**src/rtl/efi_out_bank.sv**
```systemverilog
// N-channel angle-window output bank. The output logic reads an active register bank;
// new settings are written to a shadow bank and copied over on a tooth trigger or while unsynced.
module efi_out_bank #(
  parameter int NCH = 4,
  parameter int W   = 16,
  parameter int AW  = 6
) (
  input  logic          clk,
  input  logic          rst,
  input  logic          wr_en,
  input  logic [AW-1:0] wr_addr,
  input  logic [W-1:0]  wr_data,
  input  logic [AW-1:0] rd_addr,
  output logic [W-1:0]  rd_data,
  input  logic          commit_req,
  output logic          cfg_pending,
  input  logic [W-1:0]  eng_phase,
  input  logic          trigger,
  input  logic          synced,
  output logic [NCH-1:0] out,
  output logic          phase_err
);

  localparam int NREG = 2 * NCH + 2;
  localparam int CW   = NCH + 2;
  localparam logic ST_IDLE = 1'b0;
  localparam logic ST_PEND = 1'b1;
  localparam logic [W-1:0] QPR_RST = W'(7680);

  // Control word: [NCH-1:0] enables, [NCH+1:NCH] mode. Other registers are indexed by address.
  logic [CW-1:0]  sh_ctrl_q, sh_ctrl_d, act_ctrl_q;
  logic [W-1:0]   sh_q  [1:NREG-1];
  logic [W-1:0]   sh_d  [1:NREG-1];
  logic [W-1:0]   act_q [1:NREG-1];
  logic           state_q, state_d;
  logic           copy;
  logic [W-1:0]   rd_d;
  logic [NCH-1:0] gated, out_d;
  logic [1:0]     mode;
  logic           in_rev;
  logic [W-1:0]   on_a, off_a;
  logic           raw;
  logic [NCH-1:0] out_q;
  logic [W-1:0]   rd_q;
  logic           err_q;

  always_comb begin
    sh_ctrl_d = sh_ctrl_q;
    sh_d      = sh_q;
    if (wr_en && wr_addr == '0) sh_ctrl_d = CW'(wr_data);
    for (int a = 1; a < NREG; a++) begin
      if (wr_en && wr_addr == AW'(a)) sh_d[a] = wr_data;
    end
  end

  always_comb begin
    state_d = state_q;
    copy    = 1'b0;
    case (state_q)
      ST_IDLE: if (commit_req) state_d = ST_PEND;
      default: begin
        if (trigger || !synced) begin
          copy    = 1'b1;
          state_d = ST_IDLE;
        end
      end
    endcase
  end

  always_comb begin
    rd_d = '0;
    if (rd_addr == '0) rd_d = W'(sh_ctrl_q);
    for (int a = 1; a < NREG; a++) begin
      if (rd_addr == AW'(a)) rd_d = sh_q[a];
    end
  end

  // Windows with on > off wrap through zero; on == off is an empty window.
  always_comb begin
    in_rev = eng_phase < act_q[1];
    gated  = '0;
    on_a   = '0;
    off_a  = '0;
    raw    = 1'b0;
    for (int k = 0; k < NCH; k++) begin
      on_a  = act_q[2 + 2 * k];
      off_a = act_q[3 + 2 * k];
      raw   = 1'b0;
      if (on_a < off_a)      raw = (eng_phase >= on_a) && (eng_phase < off_a);
      else if (on_a > off_a) raw = (eng_phase >= on_a) || (eng_phase < off_a);
      gated[k] = raw && in_rev && synced && act_ctrl_q[k];
    end
  end

  assign mode = act_ctrl_q[CW-1:NCH];

  always_comb begin
    out_d = gated;
    case (mode)
      2'd1: begin
        out_d    = '0;
        out_d[0] = |gated;
      end
      2'd2: begin
        out_d = '0;
        for (int k = 0; k < NCH / 2; k++) out_d[k] = gated[k] | gated[k + NCH / 2];
      end
      default: out_d = gated;
    endcase
  end

  always_ff @(posedge clk) begin
    if (rst) begin
      sh_ctrl_q  <= '0;
      act_ctrl_q <= '0;
      for (int a = 1; a < NREG; a++) begin
        sh_q[a]  <= (a == 1) ? QPR_RST : '0;
        act_q[a] <= (a == 1) ? QPR_RST : '0;
      end
      state_q <= ST_IDLE;
      out_q   <= '0;
      rd_q    <= '0;
      err_q   <= 1'b0;
    end else begin
      sh_ctrl_q <= sh_ctrl_d;
      for (int a = 1; a < NREG; a++) sh_q[a] <= sh_d[a];
      // The copy takes the next shadow value so a same-cycle write is included.
      if (copy) begin
        act_ctrl_q <= sh_ctrl_d;
        for (int a = 1; a < NREG; a++) act_q[a] <= sh_d[a];
      end
      state_q <= state_d;
      out_q   <= out_d;
      rd_q    <= rd_d;
      err_q   <= err_q | (synced && !in_rev);
    end
  end

  assign out         = out_q;
  assign rd_data     = rd_q;
  assign cfg_pending = (state_q == ST_PEND);
  assign phase_err   = err_q;

endmodule

```
**config.mk**
```make
export PLATFORM = sky130hd
export DESIGN_NAME = efi_out_bank
export DESIGN_NICKNAME = d
export VERILOG_FILES = /design/src/rtl/efi_out_bank.sv
export SDC_FILE = /design/constraint.sdc
export NUM_CORES = 1
export LEC_CHECK = 0
export CORE_MARGIN = 2
export CORE_UTILIZATION = 66
export DETAILED_ROUTE_END_ITERATION = 8
export GPL_ROUTABILITY_DRIVEN = 0
export MAX_ROUTING_LAYER = met4
export PLACE_DENSITY = 0.91
export SLEW_MARGIN = 15
export SYNTH_ARGS = -nofsm -noshare
export SYNTH_HDL_FRONTEND = slang
export SYNTH_SLANG_ARGS = --single-unit
```
**constraint.sdc**
```tcl
create_clock -name clk -period 9.3 [get_ports clk]
set_input_delay 1.395 -clock clk [delete_from_list [all_inputs] [get_ports clk]]
set_output_delay 1.395 -clock clk [all_outputs]
set_load 0.005 [all_outputs]
```
==> run metrics <==
post-synthesis sequential element count=around 320; share of the synthesized area in the top cell type=between 20% and 30%; fraction of final layout cells with drive strength greater than 1=5.67%; Avg Cell Area, Syn=about 10 um2; DRC Markers=0; I/O pins=72; Avg WL per Cell=24.7 um; die outline area=~28000 um2; Yosys top cell by area=sky130_fd_sc_hd__edfxtp_1; Syn Std Cell Area=approximately 18000 um2; final setup skew=around 16 ps; unique cell type count in the Yosys netlist=64; number of cells in the finished layout apart from fillers=2136; total negative slack=0 ps; count of hold-fix buffers inserted at cts=0; most common library cell in the layout ignoring fill and taps=sky130_fd_sc_hd__nor2_1; number of instances in the synthesized netlist=1752; Core Area=roughly 26000 um2; total area of multi-input combinational cells=a little under 9000 um2; Total GRT Usage=a little under two fifths; part of the total power dissipated in combinational logic=between 10 and 15%; max-slew violations=0; transition at the pin with the smallest max-transition slack=1280 ps; total of cells resized after clock tree synthesis=0; Clk Tree Root Cell=sky130_fd_sc_hd__clkbuf_16; warning count from the yosys run=0; type of the worst setup path=in2reg; via count of the first global-routing pass=14409; Setup crit start kind=input port; maximum number of pins on one net before global-route repair=roughly 150; unrepaired setup endpoints after global routing=false; relative area change from synthesis to final layout=11.1%; endpoint kind of the worst setup timing path=flop; wirelength, routed=52800 um; status=completed; synth top area cells=sky130_fd_sc_hd__edfxtp_1 (25%), sky130_fd_sc_hd__dfxtp_1 (20%), sky130_fd_sc_hd__ha_1 (15%); total nets after synthesis=roughly 2000; number of enable-type register cells in the synthesized netlist=between 100 and 150; crit path time final=4030 ps; Worst Path Arrival=4480 ps; clk_lat worst skew=about 530 ps; power density over the cells=between 150 and 200 nW/um2; final net count=2028; Max Root-Sink Buffers=3; required arrival time at the worst endpoint=approximately 9800 ps; placed wire-length estimate=around 37000 um; Final setup viols=0; fraction of the yosys area taken by sequential cells=44.9%; DR vias=about 15000; Sw Share=a little over a quarter; Worst R2R Path Depth=4; Reg clk slew, reported paths=~60 ps; Std-Cell Rows=just under 60; number of post-CTS setup repair buffers=0; proportion of synthesized flip-flops having asynchronous set or reset=0%; reported net switching power=873 uW; effective utilization at floorplan=around 67%; number of port buffers=a little over 70; maximum clock frequency=approximately 250 MHz; final hold vios=0; number of max-cap violations=0; total area of sequential cells=a little under 8000 um2; fraction of the cycle the final worst path needs=43.3%; routed vias/inst=a little under 7; clk sink count=322; Hold Path Depth=2; ys flop type=sky130_fd_sc_hd__dfxtp_1; global route total overflow=0; LEAKAGE=between 0.008 and 0.009 uW; clock tree from TritonCTS=done; commonest non-fill, non-tap cells in the layout=sky130_fd_sc_hd__nor2_1 (208), sky130_fd_sc_hd__ha_1 (205), sky130_fd_sc_hd__dfxtp_1 (178), sky130_fd_sc_hd__mux2i_1 (153), sky130_fd_sc_hd__nor3_1 (153); Filler cells=1625; relative max-transition margin=14.5%; portion of total power attributed to sequential cells=47.2%; Max VDD drop=about 0.00017 V; worst hold path type=reg2reg; Die Y=roughly 170 um; final antenna-violating net count=0; internal power component=2420 uW; die span in x=approximately 170 um; first drt pass iteration count=8; global-route wire length before repair=~81000 um; number of DRC markers in iteration 0=around 2400; initial antenna violation count=1; number of buffers inserted during clock tree synthesis=34; DP Cell Count=2071; share of total power in the clock network=between 40% and 50%; peak fanout along the critical path=9; Max H-tree Level=2
## routing by layer
metal / GRT usage, % / routed length [um]
met1: 48.0 / 19200
met2: 56.5 / 22800
met3: 11.8 / 7590
met4: 18.2 / 3240
met5: - / 0
## cell type report
| cell class | instances | share of cell area (%) |
|---|---|---|
| multi-input combinational | 1185 | 44.8 |
| sequential | 322 | 40.4 |
| clock buffer | 50 | 5.09 |
| timing repair buffer | 85 | 4.24 |
| inverter | 145 | 2.79 |
| tap | 335 | 2.15 |
| clock inverter | 12 | 0.468 |
| antenna | 2 | 0.0257 |
## synth_stat cells, drive strengths merged, types with 3 or more instances
cell type and instances:
a2111oi 3, a211o 4, a211oi 20, a21o 35, a21oi 80, a221oi 4, a222oi 16, a22oi 16
a31oi 6, and2 3, and4 4, buf 18, clkbuf 82, dfxtp 178, edfxtp 144, ha 205
inv 145, mux2 11, mux2i 153, mux4 3, nand2 53, nand2b 9, nand3 14, nand4 24
nor2 210, nor2b 16, nor3 155, nor3b 10, nor4 7, nor4b 3, o2111ai 3, o211ai 14
o21a 8, o21ai 54, o22ai 10, o31a 3, or2 8, or3 6
## state kept, by name (all words and copies together) (netlist names)
name / count
act_ctrl_q: 6
sh_ctrl_q: 6
cfg_pending: 1
act_q: 144
out: 4
sh_q: 144
rd_data: 16
phase_err: 1
## metrics by stage
stage / area (um2) / util (%) / total power (uW) / setup slack, ps / hold WS [ps]
CTS: 19500 / 74.7 / 3270 / 5360 / 473
finish: 19500 / 74.9 / 3290 / 5270 / 478
floorplan: 17600 / - / 1840 / 3760 / 446
global route: 19500 / 74.8 / 3380 / 5170 / 533
global placement: 18400 / 70.5 / 1950 / 4890 / 445
detailed placement: 18400 / 70.6 / 1970 / 4830 / 459
## path summary, 6_finish.rpt
kind / from / endpoint / slack [ps]
setup / recovery: eng_phase[2] / out[0] / 5270
hold / removal: phase_err / phase_err / 480
setup reg to reg: cfg_pending / act_q[0][140] / 6380
hold reg to reg: phase_err / phase_err / 480
## power by group through the flow
| stage | combinational, uW | sequential [uW] | clock, uW |
|---|---|---|---|
| after floorplan | 265 | 1570 | 0 |
| after global placement | 368 | 1580 | 0 |
| after detailed placement | 392 | 1580 | 0 |
| after CTS | 401 | 1550 | 1310 |
| after global routing | 450 | 1560 | 1370 |
| final | 416 | 1560 | 1320 |
## cell families (layout without fill, tap and decap cells)
kind of cell	count (synthesis)	in the layout	synth area share (%)
DFF	322	322	44.9
buffers and inverters	245	292	5.52
other	0	2	0
and+or+nand+nor	525	525	14.1
AOI/OAI and AO/OA	287	287	10.9
adders and majority gates	206	206	14.7
muxes	167	167	9.82
## critical path, stage by stage
cell,delay [ps]
sky130_fd_sc_hd__clkdlybuf4s50_1,890
sky130_fd_sc_hd__ha_1,360
sky130_fd_sc_hd__a21oi_1,130
sky130_fd_sc_hd__o21ai_1,90
sky130_fd_sc_hd__a211oi_1,460
sky130_fd_sc_hd__o21ai_4,150
sky130_fd_sc_hd__a21oi_4,240
sky130_fd_sc_hd__nor4bb_1,390
sky130_fd_sc_hd__o21ai_0,250
sky130_fd_sc_hd__o211ai_1,130
Note: power is estimated with default switching activity, not from simulation.
